File: src/rtl/uart_tx_drain.sv
// uart_tx_drain: drains a FIFO and sends each word as start, DBIT data bits (LSB first), stop; has its own baud divider
// Ports: clk; reset (async, active-high); fifo_empty/fifo_data = FIFO head; rd = one-cycle pop strobe;
//        tx = serial line (idles high); tx_busy = frame in progress; tx_done_tick = pulse after each frame.
module uart_tx_drain #(
  parameter int DBIT    = 8,
  parameter int SB_TICK = 16,
  parameter int DVSR    = 163,
  parameter int DVSR_W  = 8
) (
  input  logic            clk,
  input  logic            reset,
  input  logic            fifo_empty,
  input  logic [DBIT-1:0] fifo_data,
  output logic            rd,
  output logic            tx,
  output logic            tx_busy,
  output logic            tx_done_tick
);
  localparam int SMAX = (SB_TICK - 1 > 15) ? SB_TICK - 1 : 15;
  localparam int SW   = $clog2(SMAX + 1);
  localparam int NW   = (DBIT > 1) ? $clog2(DBIT) : 1;
  typedef enum logic [1:0] {IDLE, START, DATA, STOP} state_t;
  state_t            state_q, state_d;
  logic [DVSR_W-1:0] d_q, d_d;
  logic [SW-1:0]     s_q, s_d;
  logic [NW-1:0]     n_q, n_d;
  logic [DBIT-1:0]   b_q, b_d;
  logic              tx_q, tx_d, rd_q, rd_d, done_q, done_d, s_tick;
  // divider is held in IDLE so each frame starts on a fresh tick phase
  assign s_tick = (state_q != IDLE) && (d_q == DVSR_W'(DVSR - 1));
  always_comb d_d = (state_q == IDLE || s_tick) ? '0 : d_q + DVSR_W'(1);
  always_comb begin
    state_d = state_q;
    s_d     = s_q;
    n_d     = n_q;
    b_d     = b_q;
    rd_d    = 1'b0;
    done_d  = 1'b0;
    case (state_q)
      IDLE: if (!fifo_empty) begin
        state_d = START;
        b_d     = fifo_data;
        s_d     = '0;
        n_d     = '0;
        rd_d    = 1'b1;
      end
      START: if (s_tick) begin
        if (s_q == SW'(15)) begin
          state_d = DATA;
          s_d     = '0;
        end else s_d = s_q + SW'(1);
      end
      DATA: if (s_tick) begin
        if (s_q == SW'(15)) begin
          s_d = '0;
          b_d = b_q >> 1;
          if (n_q == NW'(DBIT - 1)) state_d = STOP;
          else n_d = n_q + NW'(1);
        end else s_d = s_q + SW'(1);
      end
      default: if (s_tick) begin
        if (s_q == SW'(SB_TICK - 1)) begin
          state_d = IDLE;
          done_d  = 1'b1;
        end else s_d = s_q + SW'(1);
      end
    endcase
    // tx is registered, so derive it from the state and shift register being entered
    tx_d = (state_d == START) ? 1'b0 : (state_d == DATA) ? b_d[0] : 1'b1;
  end
  always_ff @(posedge clk or posedge reset) begin
    if (reset) begin
      state_q <= IDLE;
      d_q     <= '0;
      s_q     <= '0;
      n_q     <= '0;
      b_q     <= '0;
      tx_q    <= 1'b1;
      rd_q    <= 1'b0;
      done_q  <= 1'b0;
    end else begin
      state_q <= state_d;
      d_q     <= d_d;
      s_q     <= s_d;
      n_q     <= n_d;
      b_q     <= b_d;
      tx_q    <= tx_d;
      rd_q    <= rd_d;
      done_q  <= done_d;
    end
  end
  assign rd           = rd_q;
  assign tx           = tx_q;
  assign tx_busy      = state_q != IDLE;
  assign tx_done_tick = done_q;
endmodule
File: config.mk
export PLATFORM = sky130hd
export DESIGN_NAME = uart_tx_drain
export DESIGN_NICKNAME = d
export VERILOG_FILES = /design/src/rtl/uart_tx_drain.sv
export SDC_FILE = /design/constraint.sdc
export NUM_CORES = 1
export LEC_CHECK = 0
export BUFFER_PORTS_ARGS = -buffer_cell sky130_fd_sc_hd__buf_2
export CELL_PAD_IN_SITES_DETAIL_PLACEMENT = 2
export CELL_PAD_IN_SITES_GLOBAL_PLACEMENT = 2
export CORE_ASPECT_RATIO = 1.4
export CORE_UTILIZATION = 33
export CTS_BUF_LIST = sky130_fd_sc_hd__clkbuf_8 sky130_fd_sc_hd__clkbuf_16
export DETAILED_ROUTE_END_ITERATION = 7
export PLACE_DENSITY = 0.71
export REMOVE_ABC_BUFFERS = 1
export SETUP_SLACK_MARGIN = 0.1
export SYNTH_ARGS = -nofsm -noshare
export SYNTH_HDL_FRONTEND = slang
export SYNTH_SLANG_ARGS = --single-unit
File: constraint.sdc
create_clock -name clk -period 2.1 [get_ports clk]
set_input_delay 0.525 -clock clk [delete_from_list [all_inputs] [get_ports clk]]
set_output_delay 0.525 -clock clk [all_outputs]
set_load 0.05 [all_outputs]
==> results of run 1 <==
-- metal layers --
metal	global-route usage [%]	vias to the layer above	share of wire (%)
li1	-	632	-
met1	21.58	695	39
met2	36.76	14	59
met3	1.860	4	1.1
met4	6.198	0	1.0
met5	0	-	0
-- per-stage QoR --
stage	utilization, %	instances	setup WS, ns	area [um2]
floorplan	-	158	0.09400	1572
global placement	40.01	247	0.1107	1829
detailed placement	40.01	247	0.06359	1829
CTS	41.54	252	0.1135	1899
global route	42.42	255	0.01577	1939
finish	42.42	255	0.1115	1939
-- cells in the final DEF, fill, tap and decap left out, types with 2 or more instances in the layout --
cell,netlist,final
buf_2,0,13
a211oi_1,4,4
nor2_1,16,15
inv_1,10,10
mux2i_1,5,5
nor3_1,2,2
clkbuf_8,0,4
and2_1,5,5
xor2_1,5,5
nand2b_1,3,3
ha_1,10,9
dfrtp_1,27,27
o21ai_0,6,6
a21oi_1,2,2
nand3_1,8,7
buf_4,0,16
a32oi_1,2,2
nand2_1,17,17
xnor2_1,3,3
a31oi_1,4,4
-- report_power, final --
group / switching (mW) / total, mW / internal (mW)
Combinational: 0.0157 / 0.0263 / 0.0106
Clock: 0.177 / 0.345 / 0.168
Sequential: 0 / 0.539 / 0.539
-- worst max-delay path, stage by stage (launching register included) --
cell and delay [ns]:
dfrtp_1 0.38, inv_1 0.06, ha_1 0.16, or3b_4 0.38, o32a_4 0.34, or2_4 0.25
o21bai_1 0.15, a21o_1 0.17
-- worst min path at each step --
stage | start | to | slack [ns] | cells after the start
2_1_floorplan | n_q[2] | n_q[2] | 0.47 | 1
3_3_place_gp | n_q[2] | n_q[2] | 0.48 | 1
3_5_place_dp | n_q[2] | n_q[2] | 0.51 | 1
4_1_cts | reset | state_q[0] | 0.28 | 2
5_1_grt | reset | d_q[7] | 0.30 | 2
6_report | reset | state_q[1] | 0.26 | 2
-- flip-flops by register name, indices dropped and copies added, names as in the netlist --
name          count
tx_done_tick      1
tx                1
s_q               4
d_q               8
n_q               3
state_q           2
b_q               8
rd                1
-- area by class of cell --
class                           instances  area, um2  share of cell area, %
Clock buffer                            4      55.05                  2.839
Inverter                               10      37.54                  1.935
Multi-Input combinational cell        120      854.6                  44.06
Sequential cell                        28      701.9                  36.19
Tap cell                               62      77.57                  4.000
Timing Repair Buffer                   31      212.7                  10.97
-- repair_timing --
action / CTS / global route
endpoints found under the hold margin: 0 / 0
setup endpoints to repair: 5 / 10
pin swaps: 1 / 0
gates resized for setup: 2 / 5
setup buffers: 1 / 3
-- logic make-up after synthesis --
logic type	Yosys count	share of synthesized area (%)
AND/OR/NAND/NOR	66	22.37
XOR/XNOR	8	4.427
multiplexers	6	3.874
adder cells (fa/ha/maj)	10	7.905
AO/OA/AOI/OAI	30	13.99
flip-flops	28	44.35
buffers and inverters	13	3.083
==> results_dict.tcl, run 1 <==
set metrics [dict create \
    nFillCells 533 \
    grt_pass1_vias 1562 \
    core_um2 4572 \
    status "finished clean" \
    post-route-period-util_pct 94.69 \
    root_buffer "clkbuf_8" \
    startpoint "d_q[0]" \
    drive_gt1_share_pct 26.42 \
    cts.sinks 28 \
    die_width_um 60.53 \
    ys.flop_type "dfrtp_1" \
    synthCells 161 \
    syn_to_final_growth_pct 22.53 \
    port_buffers 14 \
    diodes 0 \
    critPathArrivalTime_ns 2.17 \
    gr-total-overflow 0 \
    vias_per_cell 5.275 \
    dp_hpwl_mm 3.255 \
    fin_worst_skew_ns 0.006941 \
    r2r-end "s_q[2]" \
    r2r_slack_ns 0.11 \
    fmax_mhz 502.9 \
    drtIter0Drc 10 \
    fp-row-count 29 \
    setup_tns_ns 0 \
    holdBufCountCts 0 \
    grt_max_degree 18 \
    synth_edf_count 0 \
    setup_violations 0 \
    drt_first_pass_iters 4 \
    netlist_area_um2 1583 \
    yosysMostFrequentCell "dfrtp_1" \
    worst-setup-path-type "flop to flop" \
    r2r.worst_path.cells 7 \
    finalHoldViolations 0 \
    power_leakage_nw 0.8913 \
    tightestPinTransition_ns 0.5412 \
    ir_worst_vdd_uv 186.4 \
    yosys-top-cells-count "dfrtp_1, nand2_1, nor2_1" \
    htree_levels 1 \
    start_util_pct 34.62 \
    slew_headroom_pct 63.88 \
    yosys.area.top_type "dfrtp_1" \
    insertion_delay_ns 0.28 \
    rsz0062_at_grt "yes" \
    critPathRequiredTime_ns 2.28 \
    total_power_mw 0.9104 \
    place_congestion 0.7714 \
    cp_max_fo 4 \
    drv_cap 0 \
    grt.total_usage_pct 19.49 \
    grt_pass1_wl_mm 7.431 \
    syn_avg_cell_area_um2 9.831 \
    io_pins 15 \
    whs_ns 0.2648 \
    synth-seq-cells 28 \
    clock_path_buffers 2 \
    crit_path_start_kind "flop" \
    synth.area.top_cells "dfrtp_1, ha_1, nand2_1" \
    wl_mm 4.516 \
    path_clk_slew_ns 0.10 \
    powerDensity_nw_per_um2 469.5 \
    cp-endpoint "s_q[2]" \
    tritoncts "done" \
    layout_min_cycle_time_ns 1.989 \
    vias 1345 \
    hold_path.class "primary input to async pin" \
    synth.top_cell.area_share_pct 42.69 \
    reg2reg_from "d_q[0]" \
    yosys_warnings 0 \
    wl_per_cell_um 17.71 \
    ant_nets 0 \
    synth.distinct_cells 47 \
    antenna_found_initial 0 \
    ys_async_sr_fraction_pct 100.0 \
    dieArea_um2 5081 \
    end_kind "flop" \
    drc 0 \
    cts_buffers 3 \
    seq_area_frac_synth_pct 44.35 \
    die_h_um 83.95 \
    nNetsFinal 215 \
    drv_slew 0 \
]
Power figures use the tool's default switching activity.
==> run 2, diff against run 1 <==
--- a/config.mk
+++ b/config.mk
@@ -9,10 +9,11 @@
 export CELL_PAD_IN_SITES_DETAIL_PLACEMENT = 2
 export CELL_PAD_IN_SITES_GLOBAL_PLACEMENT = 2
 export CORE_ASPECT_RATIO = 1.4
-export CORE_UTILIZATION = 33
+export CORE_UTILIZATION = 37
 export CTS_BUF_LIST = sky130_fd_sc_hd__clkbuf_8 sky130_fd_sc_hd__clkbuf_16
 export DETAILED_ROUTE_END_ITERATION = 7
-export PLACE_DENSITY = 0.71
+export MAX_ROUTING_LAYER = met4
+export PLACE_DENSITY = 0.76
 export REMOVE_ABC_BUFFERS = 1
 export SETUP_SLACK_MARGIN = 0.1
 export SYNTH_ARGS = -nofsm -noshare
==> constraint.sdc (replaced) <==
create_clock -name clk -period 2 [get_ports clk]
set_input_delay 0.5 -clock clk [delete_from_list [all_inputs] [get_ports clk]]
set_output_delay 0.5 -clock clk [all_outputs]
set_load 0.05 [all_outputs]
==> run 2 against run 1 <==
  * Clock skew decreased by 0.0023 ns
  * The flow now finishes with violations (negative setup slack)
  * Routed wire length increased by 11%
  * Sequential power increased by 5.0%
  * Via count increased by 3.9%
  * Power increased by 5.4%
  * Largest cell class unchanged
  * First-iteration DRC count increased to 4.2 times the previous value
  * Non-clock buffer count increased by 5
  * Cell count decreased by 5.5%
  * Largest power group unchanged
  * Register-to-register slack got worse by 0.16 ns
  * Sequential cell count unchanged
==> results_dict.tcl, run 2 (synthesis results as in run 1) <==
set metrics [dict create \
    drc 0 \
    clock_path_buffers 2 \
    start_util_pct 39.37 \
    place_area_um2 1823 \
    place_ws_ns -0.05336 \
    nNetsFinal 220 \
    final_cell_mix "dfrtp_1, buf_4, nand2_1" \
    setup_tns_ns -0.04747 \
    rsz0062_at_grt "yes" \
    drv_slew 0 \
    critPathRequiredTime_ns 2.18 \
    powerDensity_nw_per_um2 477.9 \
    core_um2 4020 \
    tightestPinTransition_ns 0.4034 \
    path_delay_family "compound AO/OA/AOI/OAI gates" \
    io_pins 15 \
    drv_cap 0 \
    max_stage_delay_ns 0.41 \
    drtIter0Drc 42 \
    grt_pass1_vias 1568 \
    wl_per_cell_um 20.79 \
    port_buffers 14 \
    ant_nets 0 \
    dp_hpwl_mm 3.230 \
    vias_per_cell 5.797 \
    path_buf_inv 1 \
    total_power_mw 0.9597 \
    hold_path.class "primary input to async pin" \
    crit_path_start_kind "flop" \
    insertion_delay_ns 0.28 \
    reg2reg_from "d_q[0]" \
    tritoncts "done" \
    grt_max_degree 29 \
    final_util_pct 49.95 \
    grt.total_usage_pct 23.91 \
    crit_chain "inv_2 -> ha_4 -> or3b_4 -> o32a_4 -> or2_4 -> o21bai_1 -> a21o_1" \
    syn_to_final_growth_pct 26.88 \
    end_kind "flop" \
    placedCellCount 232 \
    top_regs "b_q x8, d_q x8, s_q x4" \
    wl_mm 5.011 \
    dieArea_um2 4547 \
    cts_buffers 3 \
    setup_violations 1 \
    power_leakage_nw 0.9273 \
    post-route-period-util_pct 102.4 \
    whs_ns 0.2797 \
    final_common_cell "dfrtp_1" \
    antenna_found_initial 0 \
    htree_levels 1 \
    layout_min_cycle_time_ns 2.047 \
    fp-row-count 27 \
    status "finished with violations" \
    diodes 0 \
    drt_first_pass_iters 4 \
    vias 1397 \
    cts.sinks 28 \
    stdcell_area_um2 2008 \
    die_width_um 57.28 \
    drive_gt1_share_pct 32.32 \
    post-route-worst-setup-slack_ns -0.04747 \
    startpoint "d_q[0]" \
    grt_pass1_wl_mm 7.983 \
    die_h_um 79.39 \
    crit_slowest_cell "dfrtp_1" \
    fin_worst_skew_ns 0.004691 \
    gr-total-overflow 0 \
    worst-setup-path-type "flop to flop" \
    cp_max_fo 3 \
    place_congestion 0.8359 \
    fmax_mhz 488.4 \
    path_clk_slew_ns 0.10 \
    critPathArrivalTime_ns 2.23 \
    root_buffer "clkbuf_8" \
    finalHoldViolations 0 \
    violations "negative setup slack" \
    fin_cells 241 \
    ir_worst_vdd_uv 251.4 \
    slew_headroom_pct 72.90 \
]
-- run 2: layout make-up --
class	count	area, um2
Fill cell	417	2012
Inverter	10	37.54
Tap cell	43	53.80
Clock buffer	4	55.05
Sequential cell	28	701.9
Timing Repair Buffer	36	245.2
Multi-Input combinational cell	120	914.6
-- run 2: what timing repair did --
action | in CTS | in global routing
endpoints found under the setup margin | 14 | 17
hold buffers | 0 | 0
pin swaps | 2 | 3
gates resized for setup | 12 | 14
setup buffers | 2 | 3
-- run 2: report_power, final --
group / switching (mW) / total [mW] / internal [mW]
Clock: 0.192 / 0.369 / 0.177
Combinational: 0.0163 / 0.0249 / 0.00867
Sequential: 0 / 0.566 / 0.566
Total: 0.208 / 0.960 / 0.751
-- run 2: path summary, 6_finish.rpt --
| kind | to | slack [ns] | cells after the start |
|---|---|---|---|
| worst max-delay path | s_q[2] | -0.05 | 7 |
| worst min-delay path | state_q[1] | 0.28 | 3 |
| worst max register to register | s_q[2] | -0.05 | 7 |
| worst min register to register | n_q[2] | 0.51 | 1 |
| max in group asynchronous | tx | 1.41 | 3 |
| min in group clk | b_q[5] | 0.43 | 3 |
-- run 2: per-layer routing --
metal / GRT usage [%] / part of all wire [%]
met1: 27.69 / 42
met2: 44.24 / 55
met3: 1.945 / 1.4
met4: 5.854 / 1.5
met5: - / 0
-- run 2: worst register-to-register path, delay by kind of cell, from the launching register on --
| kind | cells | cell delay [ns] |
|---|---|---|
| compound gates | 3 | 0.68 |
| simple gates | 2 | 0.62 |
| fa+ha+maj | 1 | 0.14 |
| flops | 1 | 0.41 |
| buf+inv | 1 | 0.09 |
==> run 3, diff against run 2 <==
--- a/config.mk
+++ b/config.mk
@@ -14,7 +14,6 @@
 export DETAILED_ROUTE_END_ITERATION = 7
 export MAX_ROUTING_LAYER = met4
 export PLACE_DENSITY = 0.76
-export REMOVE_ABC_BUFFERS = 1
 export SETUP_SLACK_MARGIN = 0.1
 export SYNTH_ARGS = -nofsm -noshare
 export SYNTH_HDL_FRONTEND = slang
==> constraint.sdc (replaced) <==
create_clock -name clk -period 2.3 [get_ports clk]
set_input_delay 0.575 -clock clk [delete_from_list [all_inputs] [get_ports clk]]
set_output_delay 0.575 -clock clk [all_outputs]
set_load 0.05 [all_outputs]
==> run 3 against run 2 <==
  * The flow now finishes without violations
  * Cell count shrank 6.6%
  * Sequential share of layout area increased by 4.0 points
  * Combinational power fell by 16%
  * Clock-buffer cell count unchanged
  * Setup slack gained 0.24 ns
  * Critical path depth stayed put
  * Critical path type unchanged
  * Critical endpoint unchanged
  * Largest cell class unchanged
  * Largest power group unchanged
  * Highest routed layer unchanged
==> results_dict.tcl, run 3 (synthesis results as in run 1) <==
set metrics [dict create \
    r2r.worst_path.cells 7 \
    dieArea_um2 4547 \
    nNetsFinal 204 \
    cts_setup_buffers 0 \
    post-route-period-util_pct 91.75 \
    end_kind "flop" \
    drt_first_pass_iters 3 \
    rsz0062_at_grt "no" \
    fmax_mhz 473.9 \
    grt_max_degree 27 \
    crit_slowest_cell "dfrtp_1" \
    root_buffer "clkbuf_8" \
    clock_path_buffers 2 \
    die_h_um 79.39 \
    layout_min_cycle_time_ns 2.110 \
    post-route-worst-setup-slack_ns 0.1898 \
    antenna_found_initial 0 \
    cp-endpoint "s_q[2]" \
    crit_path_start_kind "flop" \
    diodes 0 \
    path_clk_slew_ns 0.10 \
    placedCellCount 221 \
    crit_chain "inv_1 -> ha_1 -> or3b_4 -> o32a_4 -> or2_4 -> o21bai_1 -> a21o_1" \
    insertion_delay_ns 0.28 \
    port_buffers 14 \
    grt_pass1_vias 1491 \
    powerDensity_nw_per_um2 459.4 \
    final_common_cell "dfrtp_1" \
    core_um2 4020 \
    wl_per_cell_um 17.96 \
    r2r-end "s_q[2]" \
    vias 1274 \
    gr-total-overflow 0 \
    final_cell_mix "dfrtp_1, nand2_1, nor2_1" \
    grt_pass1_wl_mm 6.975 \
    syn_to_final_growth_pct 13.91 \
    synth_nets 182 \
    cts_buffers 3 \
    critPathRequiredTime_ns 2.48 \
    setup_violations 0 \
    fin_cells 225 \
    io_pins 15 \
    status "finished clean" \
    place_congestion 0.7631 \
    hold_path.class "primary input to async pin" \
    slew_headroom_pct 64.71 \
    tightestPinTransition_ns 0.5258 \
    wl_mm 4.042 \
    critPathArrivalTime_ns 2.29 \
    drv_cap 0 \
    cp_max_fo 6 \
    htree_levels 1 \
    tritoncts "done" \
    total_power_mw 0.8282 \
    reg2reg_from "d_q[0]" \
    drtIter0Drc 16 \
    power_leakage_nw 0.8288 \
    finalHoldViolations 0 \
    cts_resized 0 \
    cts.sinks 28 \
    drv_slew 0 \
    worst-setup-path-type "flop to flop" \
    r2r_slack_ns 0.19 \
    max_stage_delay_ns 0.44 \
    die_width_um 57.28 \
    startpoint "d_q[0]" \
    drive_gt1_share_pct 19.78 \
    start_util_pct 39.37 \
    vias_per_cell 5.662 \
    dp_hpwl_mm 3.157 \
    grt.total_usage_pct 20.60 \
    ant_nets 0 \
    place_ws_ns 0.1957 \
    whs_ns 0.1344 \
    ir_worst_vdd_uv 250.4 \
    holdBufCountCts 0 \
    setup_tns_ns 0 \
    fp-row-count 27 \
    fin_worst_skew_ns 0.003923 \
    drc 0 \
    top_regs "b_q x8, d_q x8, s_q x4" \
]
[run 3: changes by cell type in the layout (fill, tap and decap cells not counted), moves of 3 or more]
| cell | previous run | this run |
|---|---|---|
| o21ai_1 | 5 | 1 |
| buf_4 | 21 | 6 |
| inv_1 | 7 | 10 |
| o21ai_0 | 2 | 6 |
| inv_2 | 3 | 0 |
[run 3: metal layers]
metal | part of all wire, % | wire length, um | global-route usage [%] | vias up
li1 | - | - | - | 607
met5 | 0 | 0 | - | -
met1 | 39 | 1568 | 21.28 | 648
met3 | 1.8 | 73 | 2.431 | 5
met2 | 58 | 2348 | 39.29 | 14
met4 | 1.3 | 53 | 7.561 | 0
[run 3: worst min-delay path by stage]
stage,start,slack (ns),endpoint
global route,reset,0.13,b_q[7]
detailed placement,reset,0.44,b_q[7]
CTS,reset,0.13,b_q[7]
finish,reset,0.13,b_q[6]
floorplan,n_q[2],0.47,n_q[2]
global placement,reset,0.43,b_q[7]
[run 3: cell type report]
class	instances	area, um2
inverter	10	37.54
fill	430	2217
multi-input combinational	120	837.1
tap	43	53.80
timing repair buffer	20	117.6
clock buffer	4	55.05
sequential	28	701.9
[run 3: where the power goes]
part,switching (mW),internal (mW),total (mW)
Combinational,0.0135,0.00751,0.0210
Clock,0.162,0.154,0.315
Sequential,0,0.492,0.492
Total,0.175,0.653,0.828
[run 3: per-stage QoR]
stage,instance area [um2],util [%]
6_report,1803,44.85
5_1_grt,1803,44.85
3_5_place_dp,1740,43.29
2_1_floorplan,1583,-
4_1_cts,1795,44.66
3_3_place_gp,1740,43.29
[run 3: worst max-delay path: cells and delay by family, from the launching register on]
kind                       cells  cell delay (ns)
and+or+nand+nor                2             0.68
AOI/OAI and AO/OA              3             0.66
DFF                            1             0.44
adders and majority gates      1             0.15
buffers and inverters          1             0.08
